<file path="config.mk">
export PLATFORM = sky130hd
export DESIGN_NAME = wb_stage_multi
export DESIGN_NICKNAME = d
export VERILOG_FILES = /design/src/rtl/wb_pkg.sv /design/src/rtl/wb_load_align.sv /design/src/rtl/wb_stage_multi.sv
export SDC_FILE = /design/constraint.sdc
export NUM_CORES = 1
export LEC_CHECK = 0
export CAP_MARGIN = 5
export CORE_MARGIN = 2
export CORE_UTILIZATION = 30
export CTS_BUF_LIST = sky130_fd_sc_hd__clkbuf_8
export DETAILED_ROUTE_END_ITERATION = 16
export HOLD_SLACK_MARGIN = 0.1
export PLACE_DENSITY = 0.69
export SLEW_MARGIN = 10
export SYNTH_ARGS = -nofsm -noshare
export SYNTH_HDL_FRONTEND = slang
export SYNTH_HIERARCHICAL = 1
export SYNTH_SLANG_ARGS = --single-unit
</file>
<file path="constraint.sdc">
create_clock -name clk -period 2 [get_ports clk]
set_input_delay 0.3 -clock clk [delete_from_list [all_inputs] [get_ports clk]]
set_output_delay 0.3 -clock clk [all_outputs]
set_load 0.02 [all_outputs]
</file>
<file path="src/rtl/wb_pkg.sv">
// Shared definitions for the writeback stage: load-size encodings, FSM states
// and the byte-lane index width helper.
package wb_pkg;

    localparam logic [1:0] LS_FULL = 2'b00;
    localparam logic [1:0] LS_HALF = 2'b01;
    localparam logic [1:0] LS_BYTE = 2'b10;

    typedef enum logic {
        WB_RUN   = 1'b0,
        WB_SPLIT = 1'b1
    } wb_state_e;

    function automatic int lane_bits(input int data_width);
        return $clog2(data_width / 8);
    endfunction

endpackage

</file>
<file path="src/rtl/wb_load_align.sv">
// Sub-word load alignment: picks the addressed byte or halfword out of the raw
// memory word and sign- or zero-extends it to the datapath width.
module wb_load_align
    import wb_pkg::*;
#(
    parameter int DATA_WIDTH = 32,
    localparam int LB = lane_bits(DATA_WIDTH)
) (
    input  logic [DATA_WIDTH-1:0] data_i,
    input  logic [LB-1:0]         lane_i,
    input  logic [1:0]            size_i,
    input  logic                  sign_i,
    output logic [DATA_WIDTH-1:0] value_o
);

    logic [LB-1:0] lane_h;
    logic [7:0]    byte_w;
    logic [15:0]   half_w;

    // Misaligned halfwords fall back to the aligned half containing the lane.
    assign lane_h = {lane_i[LB-1:1], 1'b0};
    assign byte_w = data_i[{lane_i, 3'b000} +: 8];
    assign half_w = data_i[{lane_h, 3'b000} +: 16];

    always_comb begin
        value_o = data_i;
        case (size_i)
            LS_HALF: value_o = {{(DATA_WIDTH-16){sign_i & half_w[15]}}, half_w};
            LS_BYTE: value_o = {{(DATA_WIDTH-8){sign_i & byte_w[7]}}, byte_w};
            default: value_o = data_i;
        endcase
    end

endmodule

</file>
<file path="src/rtl/wb_stage_multi.sv">
// Writeback stage: registers the result, aligns sub-word loads, and issues the
// base-register update either split over two cycles (one port) or in parallel.
//
//   state    | meaning
//   ---------+--------------------------------------------------------------
//   WB_RUN   | accepting; outputs carry the last accepted instruction
//   WB_SPLIT | base write on port 0, held primary write goes out next cycle
module wb_stage_multi
    import wb_pkg::*;
#(
    parameter int DATA_WIDTH     = 32,
    parameter int REG_ADDR_WIDTH = 4,
    parameter int DUAL_PORT      = 0
) (
    input  logic                      clk,
    input  logic                      reset,
    input  logic                      i_Valid,
    output logic                      o_Ready,
    input  logic [DATA_WIDTH-1:0]     i_Pc,
    input  logic                      i_Sig_Write_Back_Enable,
    input  logic                      i_Sig_Memory_Read_Enable,
    input  logic [1:0]                i_Load_Size,
    input  logic                      i_Load_Signed,
    input  logic [DATA_WIDTH-1:0]     i_ALU_Result,
    input  logic [DATA_WIDTH-1:0]     i_Data_Memory,
    input  logic [REG_ADDR_WIDTH-1:0] i_Destination,
    input  logic                      i_Sig_Base_Write_Enable,
    input  logic [REG_ADDR_WIDTH-1:0] i_Base_Destination,
    input  logic [DATA_WIDTH-1:0]     i_Base_Value,
    output logic                      o_Valid,
    output logic [DATA_WIDTH-1:0]     o_Pc,
    output logic                      o_Sig_Write_Back_Enable,
    output logic [DATA_WIDTH-1:0]     o_Write_Back_Value,
    output logic [REG_ADDR_WIDTH-1:0] o_Destination,
    output logic                      o_Sig_Write_Back_Enable_1,
    output logic [DATA_WIDTH-1:0]     o_Write_Back_Value_1,
    output logic [REG_ADDR_WIDTH-1:0] o_Destination_1
);

    localparam int LANE_BITS  = lane_bits(DATA_WIDTH);
    localparam bit SPLIT_MODE = (DUAL_PORT == 0);

    wb_state_e                 state_q, state_d;
    logic [DATA_WIDTH-1:0]     hold_val_q, hold_val_d;
    logic [REG_ADDR_WIDTH-1:0] hold_dst_q, hold_dst_d;
    logic [DATA_WIDTH-1:0]     hold_pc_q, hold_pc_d;

    logic                      valid_q, valid_d;
    logic [DATA_WIDTH-1:0]     pc_q, pc_d;
    logic                      we0_q, we0_d;
    logic [DATA_WIDTH-1:0]     val0_q, val0_d;
    logic [REG_ADDR_WIDTH-1:0] dst0_q, dst0_d;
    logic                      we1_q, we1_d;
    logic [DATA_WIDTH-1:0]     val1_q, val1_d;
    logic [REG_ADDR_WIDTH-1:0] dst1_q, dst1_d;

    logic [DATA_WIDTH-1:0]     load_val;
    logic [DATA_WIDTH-1:0]     primary_val;
    logic                      accept;

    wb_load_align #(
        .DATA_WIDTH (DATA_WIDTH)
    ) u_align (
        .data_i  (i_Data_Memory),
        .lane_i  (i_ALU_Result[LANE_BITS-1:0]),
        .size_i  (i_Load_Size),
        .sign_i  (i_Load_Signed),
        .value_o (load_val)
    );

    assign primary_val = i_Sig_Memory_Read_Enable ? load_val : i_ALU_Result;
    assign o_Ready     = reset && (state_q == WB_RUN);
    assign accept      = i_Valid && o_Ready;

    always_comb begin
        state_d    = state_q;
        hold_val_d = hold_val_q;
        hold_dst_d = hold_dst_q;
        hold_pc_d  = hold_pc_q;
        valid_d    = 1'b0;
        pc_d       = pc_q;
        we0_d      = 1'b0;
        val0_d     = val0_q;
        dst0_d     = dst0_q;
        we1_d      = 1'b0;
        val1_d     = val1_q;
        dst1_d     = dst1_q;

        if (state_q == WB_SPLIT) begin
            valid_d = 1'b1;
            pc_d    = hold_pc_q;
            we0_d   = 1'b1;
            val0_d  = hold_val_q;
            dst0_d  = hold_dst_q;
            state_d = WB_RUN;
        end else if (accept) begin
            valid_d = 1'b1;
            pc_d    = i_Pc;
            if (!SPLIT_MODE) begin
                we0_d  = i_Sig_Write_Back_Enable;
                val0_d = primary_val;
                dst0_d = i_Destination;
                // Same register on both ports: only the primary (load) write lands.
                we1_d  = i_Sig_Base_Write_Enable &&
                         !(i_Sig_Write_Back_Enable && (i_Destination == i_Base_Destination));
                val1_d = i_Base_Value;
                dst1_d = i_Base_Destination;
            end else if (i_Sig_Write_Back_Enable && i_Sig_Base_Write_Enable) begin
                we0_d      = 1'b1;
                val0_d     = i_Base_Value;
                dst0_d     = i_Base_Destination;
                hold_val_d = primary_val;
                hold_dst_d = i_Destination;
                hold_pc_d  = i_Pc;
                state_d    = WB_SPLIT;
            end else if (i_Sig_Base_Write_Enable) begin
                we0_d  = 1'b1;
                val0_d = i_Base_Value;
                dst0_d = i_Base_Destination;
            end else begin
                we0_d  = i_Sig_Write_Back_Enable;
                val0_d = primary_val;
                dst0_d = i_Destination;
            end
        end
    end

    always_ff @(posedge clk) begin
        if (!reset) begin
            state_q    <= WB_RUN;
            hold_val_q <= '0;
            hold_dst_q <= '0;
            hold_pc_q  <= '0;
            valid_q    <= 1'b0;
            pc_q       <= '0;
            we0_q      <= 1'b0;
            val0_q     <= '0;
            dst0_q     <= '0;
            we1_q      <= 1'b0;
            val1_q     <= '0;
            dst1_q     <= '0;
        end else begin
            state_q    <= state_d;
            hold_val_q <= hold_val_d;
            hold_dst_q <= hold_dst_d;
            hold_pc_q  <= hold_pc_d;
            valid_q    <= valid_d;
            pc_q       <= pc_d;
            we0_q      <= we0_d;
            val0_q     <= val0_d;
            dst0_q     <= dst0_d;
            we1_q      <= we1_d;
            val1_q     <= val1_d;
            dst1_q     <= dst1_d;
        end
    end

    assign o_Valid                   = valid_q;
    assign o_Pc                      = pc_q;
    assign o_Sig_Write_Back_Enable   = we0_q;
    assign o_Write_Back_Value        = val0_q;
    assign o_Destination             = dst0_q;
    assign o_Sig_Write_Back_Enable_1 = we1_q;
    assign o_Write_Back_Value_1      = val1_q;
    assign o_Destination_1           = dst1_q;

endmodule

</file>
; ---- After elaboration in Yosys (flattened, before gate mapping)
; Index checks and enable logic that the tools add are counted.
[classes]
add_sub_neg = 0
n_mul = 0
div = 0
order_cmp = 0
eq_ne = 2
n_shift = 2
mux = 19
n_bitwise = 5
n_reduce_logical = 6
[op_table]
columns = cell, count
row1 = 2-to-1 mux 32 bit, 7
row2 = one-hot mux 32 bit (2 select lines), 1
row3 = indexed part select 32 x 6 -> 16 bit, 1
row4 = indexed part select 32 x 6 -> 8 bit, 1
row5 = 2-to-1 mux 4 bit, 4
row6 = 2-to-1 mux 1 bit, 7
row7 = logical AND 1 bit, 3
row8 = inverter 1 bit, 3
row9 = AND reduction 3 bit, 1
row10 = OR reduction 3 bit, 1
row11 = AND 1 bit, 2
row12 = "equality test 2 x 1 -> 1 bit, second input constant", 1
row13 = "equality test 2 bit, second input constant", 1
row14 = nonzero test 2 bit, 1
[totals]
register_bits = 139
latch_bits = 0
ram_bits = 0
rom_bits = 0
wordCells = 43
n_memories = 0

; ---- Longest topological paths before layout
[logic_depth]
ltp_word = 8
depth_mapped = 11

; ---- Cells and area by module
; Netlist, hierarchy kept.
[modules_own_cells]
columns = module, instances, cells_per_inst, area_per_inst_um2, seq_area_each_um2
row1 = wb_stage_multi, 1, 784, 6698.9, 2782.7
row2 = wb_load_align, 1, 83, 639.4, 0.0

; ---- Worst setup path after synthesis
; No wires, ideal clock.
[synth_path]
path_kind = input to register
from = input i_Load_Size[0]
to = register val0_q[2] (netlist: o_Write_Back_Value[2])
setup_time_ns = 0.119
t_arrival_ns = 1.852
slack_ns = 0.029
path_stages = 10
path_buffers = 1
cell_sequence = inv_1 ha_1 nor2b_1 or2_2 clkbuf_1 a32oi_1 o2bb2ai_1 mux2i_1 a211oi_1 o221a_2
[synth_between]
elab_chain_cells = 7
[synth_rtl]
columns = element, line
row1 = from (decl), wb_stage_multi.sv:22  ; input logic [1:0] i_Load_Size,
row2 = equality test 2 bit or equality test 2 x 1 -> 1 bit (tied branches), wb_load_align.sv:27  ; case (size_i)
row3 = one-hot mux 32 bit (2 select lines) *, wb_load_align.sv:27
row4 = named net load_val[2], wb_stage_multi.sv:57  ; logic [DATA_WIDTH-1:0] load_val;
row5 = 2-to-1 mux 32 bit *, wb_stage_multi.sv:71  ; assign primary_val = i_Sig_Memory_Read_Enable ? load_val : i_ALU_Result;
row6 = 2-to-1 mux 32 bit *, wb_stage_multi.sv:116  ; end else if (i_Sig_Base_Write_Enable) begin
row7 = 2-to-1 mux 32 bit *, wb_stage_multi.sv:108  ; end else if (i_Sig_Write_Back_Enable && i_Sig_Base_Write_Enable) begin
row8 = 2-to-1 mux 32 bit *, wb_stage_multi.sv:96  ; end else if (accept) begin
row9 = 2-to-1 mux 32 bit *, wb_stage_multi.sv:89  ; if (state_q == WB_SPLIT) begin
row10 = to (signal assigned), wb_stage_multi.sv:150  ; val0_q <= val0_d;
row11 = to (decl), wb_stage_multi.sv:51  ; logic [DATA_WIDTH-1:0] val0_q, val0_d;
; Mark *: on every way through the listed nets, which the timed path passes. The rest lies on a longest branch. The select of a mux whose other input is x is not followed.
; A chain may end at the register's enable or synchronous reset.

; ---- Worst setup path in the final report
[layout_path]
from = input i_ALU_Result[0]
to = register hold_val_q[13]
[layout_between]
elab_chain_cells = 4
[layout_rtl]
columns = element, line
row1 = from (decl), wb_stage_multi.sv:24  ; input logic [DATA_WIDTH-1:0] i_ALU_Result,
row2 = indexed part select 32 x 6 -> 8 bit, wb_load_align.sv:22  ; assign byte_w = data_i[{lane_i, 3'b000} +: 8];
row3 = AND 1 bit, wb_load_align.sv:29  ; LS_BYTE: value_o = {{(DATA_WIDTH-8){sign_i & byte_w[7]}}, byte_w};
row4 = one-hot mux 32 bit (2 select lines), wb_load_align.sv:27
row5 = named net load_val[13], wb_stage_multi.sv:57
row6 = 2-to-1 mux 32 bit, wb_stage_multi.sv:71
row7 = to (signal assigned), wb_stage_multi.sv:144  ; hold_val_q <= hold_val_d;
row8 = to (decl), wb_stage_multi.sv:44  ; logic [DATA_WIDTH-1:0] hold_val_q, hold_val_d;
; The timed path passes the listed nets, and every way through them passes these cells.

==> metrics.md <==
| Metric | Value |
|---|---|
| Setup WS post-layout | `0.00187 ns` |
| Area Growth Syn to Fin | `41.0%` |
| Dpl cell area | `9800 um2` |
| Total power | `about 6.9 mW` |
| Initial DRC Count | `518` |
| Area contributors post-synth | `dfxtp_1 38%, a21oi_1 10%, mux2_2 7.8%` |
| Initial antenna violation count | `0` |
| Status | `completed` |
| Fin cells | `1405` |
| Synth Warn # | `6` |
| Hold Path Class | `reg -> reg` |
| Share of the synthesized area in the top cell type | `37.9%` |
| Worst relative slew slack | `23.2%` |
| Global-route wire length before repair | `38.7 mm` |
| Post-Syn Area | `7340 um2` |
| IO buf count | `215` |
| Die Area | `25700 um2` |
| Synth Flop Type | `dfxtp_1` |
| Reg power frac | `a little over two fifths` |
| Commonest non-fill, non-tap cell in the layout | `clkdlybuf4s50_1` |
| Root Buffer | `clkbuf_8` |
| TritonCTS Buffers | `17` |
| Kind of critical path | `in -> reg` |
| Pleak | `3.91 nW` |
| Tmin final | `2.00 ns` |
| Placement Rows | `57` |
| Final net count | `around 1200` |
| Grt ovf | `0` |
| Clock transition at path regs | `0.09 ns` |
| Pre-CTS WS | `-0.581 ns` |
| P_sw | `around 2.1 mW` |
| Crit path max fanout | `6` |
| Total number of vias | `between 7000 and 8000` |
| Period utilization | `99.9%` |
| Final ANT Viol Nets | `0` |
| Largest net degree at the start of global routing | `83` |
| Max-Cap Viols | `0` |
| Clock Power Share | `31.6%` |
| Post-synth ARST share | `0%` |
| # diodes | `0` |
| Synth Register Bits | `around 140` |
| Crit path launch type | `primary input` |
| Logic pwr share | `25.1%` |
| Dpl cells | `1365` |
| Post-cts hold buffer count | `0` |
| Final Hold Vio Count | `0` |
| Hold_ws | `0.444 ns` |
| Setup crit end kind | `register` |
| Detail Placement HPWL | `between 15 and 20 mm` |
| Util after Layout | `approximately 43%` |
| Fmax | `500 MHz` |
| Crit path required time | `2.36 ns` |
| Final Slew Violations | `0` |
| Worst-Skew Late Latency | `0.45 ns` |
| Num ports | `253` |
| Fin area | `10300 um2` |
| Arr. time, crit path | `between 2 and 2.5 ns` |
| Clock Skew | `0.0238 ns` |
| Distinct cells, synth | `41` |
| Register area share after synthesis | `between 30 and 40%` |
| Final setup violation count | `0` |
| Initial Utilization | `30.4%` |
| CTS tree | `built` |
| P_int | `4.78 mW` |
| Share of cells above drive strength 1 | `17.1%` |
| First drt pass iteration count | `4` |
| Sink Count | `139` |
| Drt drc | `0` |
| Clock buffer depth | `2` |
| Worst slew pin tran | `around 1.1 ns` |
| Die Wd | `~160 um` |
| Core Region | `24200 um2` |
| Die Y | `roughly 160 um` |
| Tot GR Track Use | `18.9%` |
| EDFF count, synth | `0` |
| Most frequent cells in the layout | `208 x clkdlybuf4s50_1, 147 x a21oi_1, 138 x dfxtp_1` |
| H-tree depth | `4` |
| Sw Share | `30.4%` |
| GPL Wtd Cong | `0.948` |
| Mapped Cells | `slightly below 900` |
| Pwr/cell area | `664 nW/um2` |
| Vias in the first global route | `6982` |
| Avg Inst Size Synth | `8.46 um2` |
| Worst vdd ir | `around 0.37 mV` |
| Largest area contributor in the synthesized netlist | `dfxtp_1` |
| Via density | `5.03` |
| Setup TNS | `0 ns` |
| Routed length per instance | `around 17 um` |
| Detailed Route WL | `24.5 mm` |
[registers in the layout, summed over array words and instances (netlist names)]
register / cells
hold_dst_q: 4
hold_pc_q: 32
hold_val_q: 32
o_Destination: 4
o_Pc: 32
o_Sig_Write_Back_Enable: 1
o_Valid: 1
o_Write_Back_Value: 32
state_q: 1
[power by group through the flow]
stage,logic [mW],clock network (mW),registers [mW]
final,1.72,2.17,2.98
after global routing,1.85,2.37,2.99
after CTS,1.68,2.26,2.98
after detailed placement,1.66,0,3.04
after global placement,1.65,0,3.04
after floorplan,0.823,0,3.15
[routing by layer]
layer,vias up,track usage [%],routed length (um)
li1,3455,-,-
met1,3339,24.0,10600
met2,233,31.3,11800
met3,36,4.57,1410
met4,0,6.92,658
met5,-,0,0
[path summary, 6_finish.rpt]
kind                            cells after the start                       start                             endpoint  slack [ns]
worst max register to register                      3          state_q$_SDFF_PP0_  o_Write_Back_Value[20]$_SDFFE_PN0P_        0.16
worst max-delay path                                9             i_ALU_Result[0]          hold_val_q[13]$_SDFFE_PN0P_       0.002
worst min-delay path                                2  hold_pc_q[22]$_SDFFE_PN0P_                o_Pc[22]$_SDFFE_PN0P_        0.44
worst min register to register                      2  hold_pc_q[22]$_SDFFE_PN0P_                o_Pc[22]$_SDFFE_PN0P_        0.44
[layout make-up]
cell class | count | area [um2]
clock buffers | 18 | 248
clock inverters | 14 | 124
fillers | 2352 | 13800
inverters | 8 | 32.5
multi-input cells | 629 | 4030
flip-flops and latches | 139 | 2790
well taps | 324 | 405
repair buffers | 273 | 2720
[worst max-delay path: stages]
cell             delay [ns]
clkdlybuf4s50_1        0.63
and2_1                 0.24
a22oi_4                0.08
nand2b_4               0.15
buf_4                  0.15
a2bb2oi_1              0.29
mux2i_1                0.16
buf_4                  0.15
a211oi_1               0.20
[logic make-up (layout without fill, tap and decap cells)]
| family | Yosys count | after routing | share of synthesized area, % |
|---|---|---|---|
| adder cells (fa/ha/maj) | 2 | 2 | 0.341 |
| AO/OA/AOI/OAI | 325 | 325 | 27.7 |
| flip-flops | 139 | 139 | 37.9 |
| multiplexers | 77 | 77 | 11.5 |
| other | 1 | 37 | 0.0511 |
| buffers and inverters | 135 | 313 | 10.5 |
| AND/OR/NAND/NOR | 188 | 188 | 12.1 |
[cell usage after synthesis, drive strengths merged, types with 2 or more instances]
library cell / instances
inv: 6
nor2b: 21
nor3: 24
o221a: 6
a21oi: 149
o21ai: 50
a2bb2oi: 8
ha: 2
a22o: 14
nand2b: 14
nor2: 9
dfxtp: 139
nand2: 80
nand3: 36
a21o: 22
a211oi: 30
clkbuf: 34
o211ai: 12
mux2: 53
o2bb2ai: 7
mux2i: 24
a31o: 4
buf: 93
a32oi: 7
o31ai: 14
clkinv: 2
[what timing repair did]
| item | in CTS | in global routing |
|---|---|---|
| gates resized for setup | 10 | 18 |
| endpoints found under the setup margin | 15 | 40 |
| buffers inserted | 3 | 5 |
| gates cloned | 0 | 0 |
| pin swaps | 3 | 8 |
Power figures use the tool's default switching activity.
==> RTL edit 1 (config.mk and constraints unchanged) <==
`REG_ADDR_WIDTH`: 4 -> 3.
--- a/src/rtl/wb_stage_multi.sv
+++ b/src/rtl/wb_stage_multi.sv
@@ -9,7 +9,7 @@
     import wb_pkg::*;
 #(
     parameter int DATA_WIDTH     = 32,
-    parameter int REG_ADDR_WIDTH = 4,
+    parameter int REG_ADDR_WIDTH = 3,
     parameter int DUAL_PORT      = 0
 ) (
     input  logic                      clk,
Interface: changed (resized i_Base_Destination, i_Destination, o_Destination and o_Destination_1); port bits go from 253 to 249. No check against the original RTL was run, so the function may have changed too.
==> RTL edit 1 against the unedited design <==
Global-route usage down 0.48 points; routed wire length grew 0.44%; largest cell class unchanged; setup slack better by 0.095 ns; synthesized cell count is 1.4% lower; area after synthesis rose by 3.4%; total power rose by 5.0%; via count unchanged; clock power increased by 19%; final area increased by 1.5%; sequential cell count down 2; count of clock-buffer cells in the layout stayed put; maximum frequency is 5.0% higher; highest routed layer unchanged.
==> RTL edit 1: results <==
export IMPL_fin_skew_ns=0.0215
export IMPL_gp_congestion=0.905
export IMPL_crit_family="compound AO/OA/AOI/OAI gates"
export IMPL_finalNetCount=1199
export IMPL_detailedRoute_firstPassIterationCount=5
export IMPL_grt_start_max_net_pins=72
export IMPL_synth_cell_types=44
export IMPL_detailedPlace_worstSlack_ns=-0.579
export IMPL_placed_cell_area_um2=10000
export IMPL_post_cts_resized=8
export IMPL_post_cts_buffers=1
export IMPL_intPower_mw=5.11
export IMPL_drt_total_wl_um=24600
export IMPL_worstSetupStartpoint="i_Data_Memory[23]"
export IMPL_ys_top_cells_by_count="137 x sky130_fd_sc_hd__dfxtp_1, 117 x sky130_fd_sc_hd__a21oi_1, 76 x sky130_fd_sc_hd__nand2_1"
export IMPL_vias_in_the_first_global_route=6946
export IMPL_post_synth_fa_ha_maj_area_fraction_pct=0.330
export IMPL_grt_util_met3_pct=4.41
export IMPL_synth_area_top_cells="sky130_fd_sc_hd__dfxtp_1 36%, sky130_fd_sc_hd__mux2_2 7.9%, sky130_fd_sc_hd__a21oi_1 7.7%"
export IMPL_placement_io_buffers=212
export IMPL_leakage_nw=3.92
export IMPL_grt_usage_pct=18.5
export IMPL_synth_compound_area_share_pct=27.9
export IMPL_drtIter0Drc=511
export IMPL_layout_drive_gt1_share_pct=22.5
export IMPL_outcome="completed"
export IMPL_wl_per_cell_um=17.6
export IMPL_met1_length_um=11000
export IMPL_max_clock_path_buffers=2
export IMPL_hold_path_startpoint="i_Valid"
export IMPL_critical_path_arrival_ns=2.26
export IMPL_met2_length_um=11700
export IMPL_placed_cells=1364
export IMPL_groute_layer_met1_usage_pct=24.1
export IMPL_dp_hpwl_um=17300
export IMPL_multiplexer_area_fraction_after_synthesis_pct=11.0
export IMPL_gr_usage_met2_pct=29.0
export IMPL_grt_first_pass_wirelength_um=38400
export IMPL_vdd_ir_drop_max_v=0.000409
export IMPL_post_syn_instances=855
export IMPL_fillerInstances=2469
export IMPL_critPathMaxStageDelay_ns=0.46
export IMPL_route_met3_wl_um=1220
export IMPL_number_of_vias_per_cell_after_detailed_routing=5.04
export IMPL_synth_yosys_seq_area_share_pct=36.2
export IMPL_worst_pin_slew_ns=0.500
export IMPL_min_path_type="in -> reg"
export IMPL_grt_antenna_before_repair=4
## RTL edit 1: cell count changes after synthesis, moves of 5 or more
cell / before / now
sky130_fd_sc_hd__a21oi_1: 148 / 117
sky130_fd_sc_hd__a21oi_2: 1 / 31
sky130_fd_sc_hd__buf_1: 4 / 9
sky130_fd_sc_hd__buf_2: 38 / 31
sky130_fd_sc_hd__nand3_1: 36 / 5
sky130_fd_sc_hd__nand3_2: 0 / 30
## RTL edit 1: layout make-up
| cell class | count | area (µm²) | share of cell area, % |
|---|---|---|---|
| Multi-Input combinational cell | 621 | 4210 | 40.1 |
| Sequential cell | 137 | 2750 | 26.1 |
| Timing Repair Buffer | 269 | 2660 | 25.3 |
| Tap cell | 330 | 413 | 3.93 |
| Clock buffer | 18 | 248 | 2.36 |
| Clock inverter | 14 | 193 | 1.83 |
| Inverter | 8 | 32.5 | 0.310 |
| Antenna cell | 4 | 10.0 | 0.0953 |
## RTL edit 1: cells by family (layout without fill, tap and decap cells)
family,after synthesis,after routing
AO/OA/AOI/OAI,321,321
adder cells (fa/ha/maj),2,2
buffers and inverters,132,309
flip-flops,137,137
multiplexers,76,76
other,1,40
AND/OR/NAND/NOR,186,186
## RTL edit 1: power groups by stage
stage | Combinational [mW] | Clock [mW] | Sequential (mW)
final | 1.70 | 2.58 | 2.93
after global placement | 1.67 | 0 | 2.99
after CTS | 1.70 | 2.66 | 2.93
after global routing | 1.83 | 2.76 | 2.95
after floorplan | 0.855 | 0 | 3.10
after detailed placement | 1.68 | 0 | 3.00
## RTL edit 1: final timing paths
check / endpoint / slack [ns] / cells after the start
max: o_Write_Back_Value[31] / 0.1 / 9
min: state_q / 0.28 / 3
max reg2reg: o_Write_Back_Value[27] / 0.54 / 4
min reg2reg: o_Pc[7] / 0.45 / 2
==> RTL edit 2 (same flow settings) <==
Without the edit above. Take the reset off `hold_pc_q` and load it in a clocked block of its own.
--- a/src/rtl/wb_stage_multi.sv
+++ b/src/rtl/wb_stage_multi.sv
@@ -130,7 +130,6 @@
             state_q    <= WB_RUN;
             hold_val_q <= '0;
             hold_dst_q <= '0;
-            hold_pc_q  <= '0;
             valid_q    <= 1'b0;
             pc_q       <= '0;
             we0_q      <= 1'b0;
@@ -143,7 +142,6 @@
             state_q    <= state_d;
             hold_val_q <= hold_val_d;
             hold_dst_q <= hold_dst_d;
-            hold_pc_q  <= hold_pc_d;
             valid_q    <= valid_d;
             pc_q       <= pc_d;
             we0_q      <= we0_d;
@@ -153,6 +151,10 @@
             val1_q     <= val1_d;
             dst1_q     <= dst1_d;
         end
+    end
+
+    always_ff @(posedge clk) begin
+        hold_pc_q <= hold_pc_d;
     end
 
     assign o_Valid                   = valid_q;
Formal check against the unedited RTL: same outputs for any inputs over 4 cycles, from zero or initial values and one cycle with reset low; that may be too few to reach the edited logic, so the function may still have changed.
==> RTL edit 2 against the unedited design <==
Routed wire length rose by 0.13%; final area rose by 1.2%; core utilization rose by 1.7 points; register-to-register slack improved by 0.26 ns; setup slack improved by 0.032 ns; area after synthesis fell by 1.6%; final cell count fell by 7.5%; die area fell by 1.5%; sequential cell count did not move; total power rose by 2.5%; maximum frequency rose by 1.6%; critical path type unchanged; largest power group unchanged.
==> RTL edit 2: results <==
export IMPL_vdd_ir_drop_max_v=0.000482
export IMPL_multiInputGateArea_um2=3710
export IMPL_wl_per_cell_um=18.9
export IMPL_final_seq_area_um2=3110
export IMPL_timing_reg2reg_worst_path_depth=4
export IMPL_avgSynthCellArea_um2=9.92
export IMPL_placed_cell_area_um2=9900
export IMPL_gr_usage_met2_pct=29.4
export IMPL_synth_enable_flop_cells=32
export IMPL_leakage_nw=4.13
export IMPL_area_delta_synth_final_pct=44.9
export IMPL_n_all_buffers=290
export IMPL_fin_skew_ns=0.0154
export IMPL_area_of_the_die_um2=25300
export IMPL_layout_drive_gt1_share_pct=22.8
export IMPL_vias_in_the_first_global_route=6618
export IMPL_ys_top_cells_by_count="107 x sky130_fd_sc_hd__dfxtp_1, 93 x sky130_fd_sc_hd__a21oi_1, 81 x sky130_fd_sc_hd__nand2_1"
export IMPL_routed_via_count=6533
export IMPL_fillerInstances=2268
export IMPL_period_needed_ns=1.97
export IMPL_detailedPlace_worstSlack_ns=-0.824
export IMPL_holdWs_ns=0.382
export IMPL_layout_buffer_nonclock_area_share_pct=27.2
export IMPL_worst_pin_slew_ns=0.763
export IMPL_gp_congestion=0.921
export IMPL_grt_usage_pct=18.8
export IMPL_flops_and_latches=139
export IMPL_outcome="completed"
export IMPL_hold_depth=4
export IMPL_dp_hpwl_um=16900
export IMPL_critical_path_arrival_ns=2.29
==> RTL edit 2: timing repair <==
item                                    4_1_cts  5_1_grt
cloned                                        1        0
pin swaps                                     7        3
setup buffers                                 8        0
endpoints found under the setup margin       46       35
gates resized for setup                      26        8
==> RTL edit 2: path summary, 6_finish.rpt <==
check	end	start
min	state_q	i_Valid
min reg2reg	o_Destination[2]	hold_dst_q[2]
max	o_Write_Back_Value[31]	i_Data_Memory[15]
max reg2reg	o_Write_Back_Value[29]	state_q
==> RTL edit 2: cell families after synthesis <==
logic type,synth area share [%]
muxes,11.5
DFF,43.0
adders and majority gates,0.346
and+or+nand+nor,8.52
other,0.0519
buffers and inverters,9.37
AOI/OAI and AO/OA,27.3
==> RTL edit 2: layer usage <==
metal / share of wire (%) / up-vias / routed length [µm]
li1: - / 3091 / -
met1: 45 / 3109 / 11000
met2: 45 / 303 / 11000
met3: 8.6 / 30 / 2100
met4: 1.7 / 0 / 428
met5: 0 / - / 0
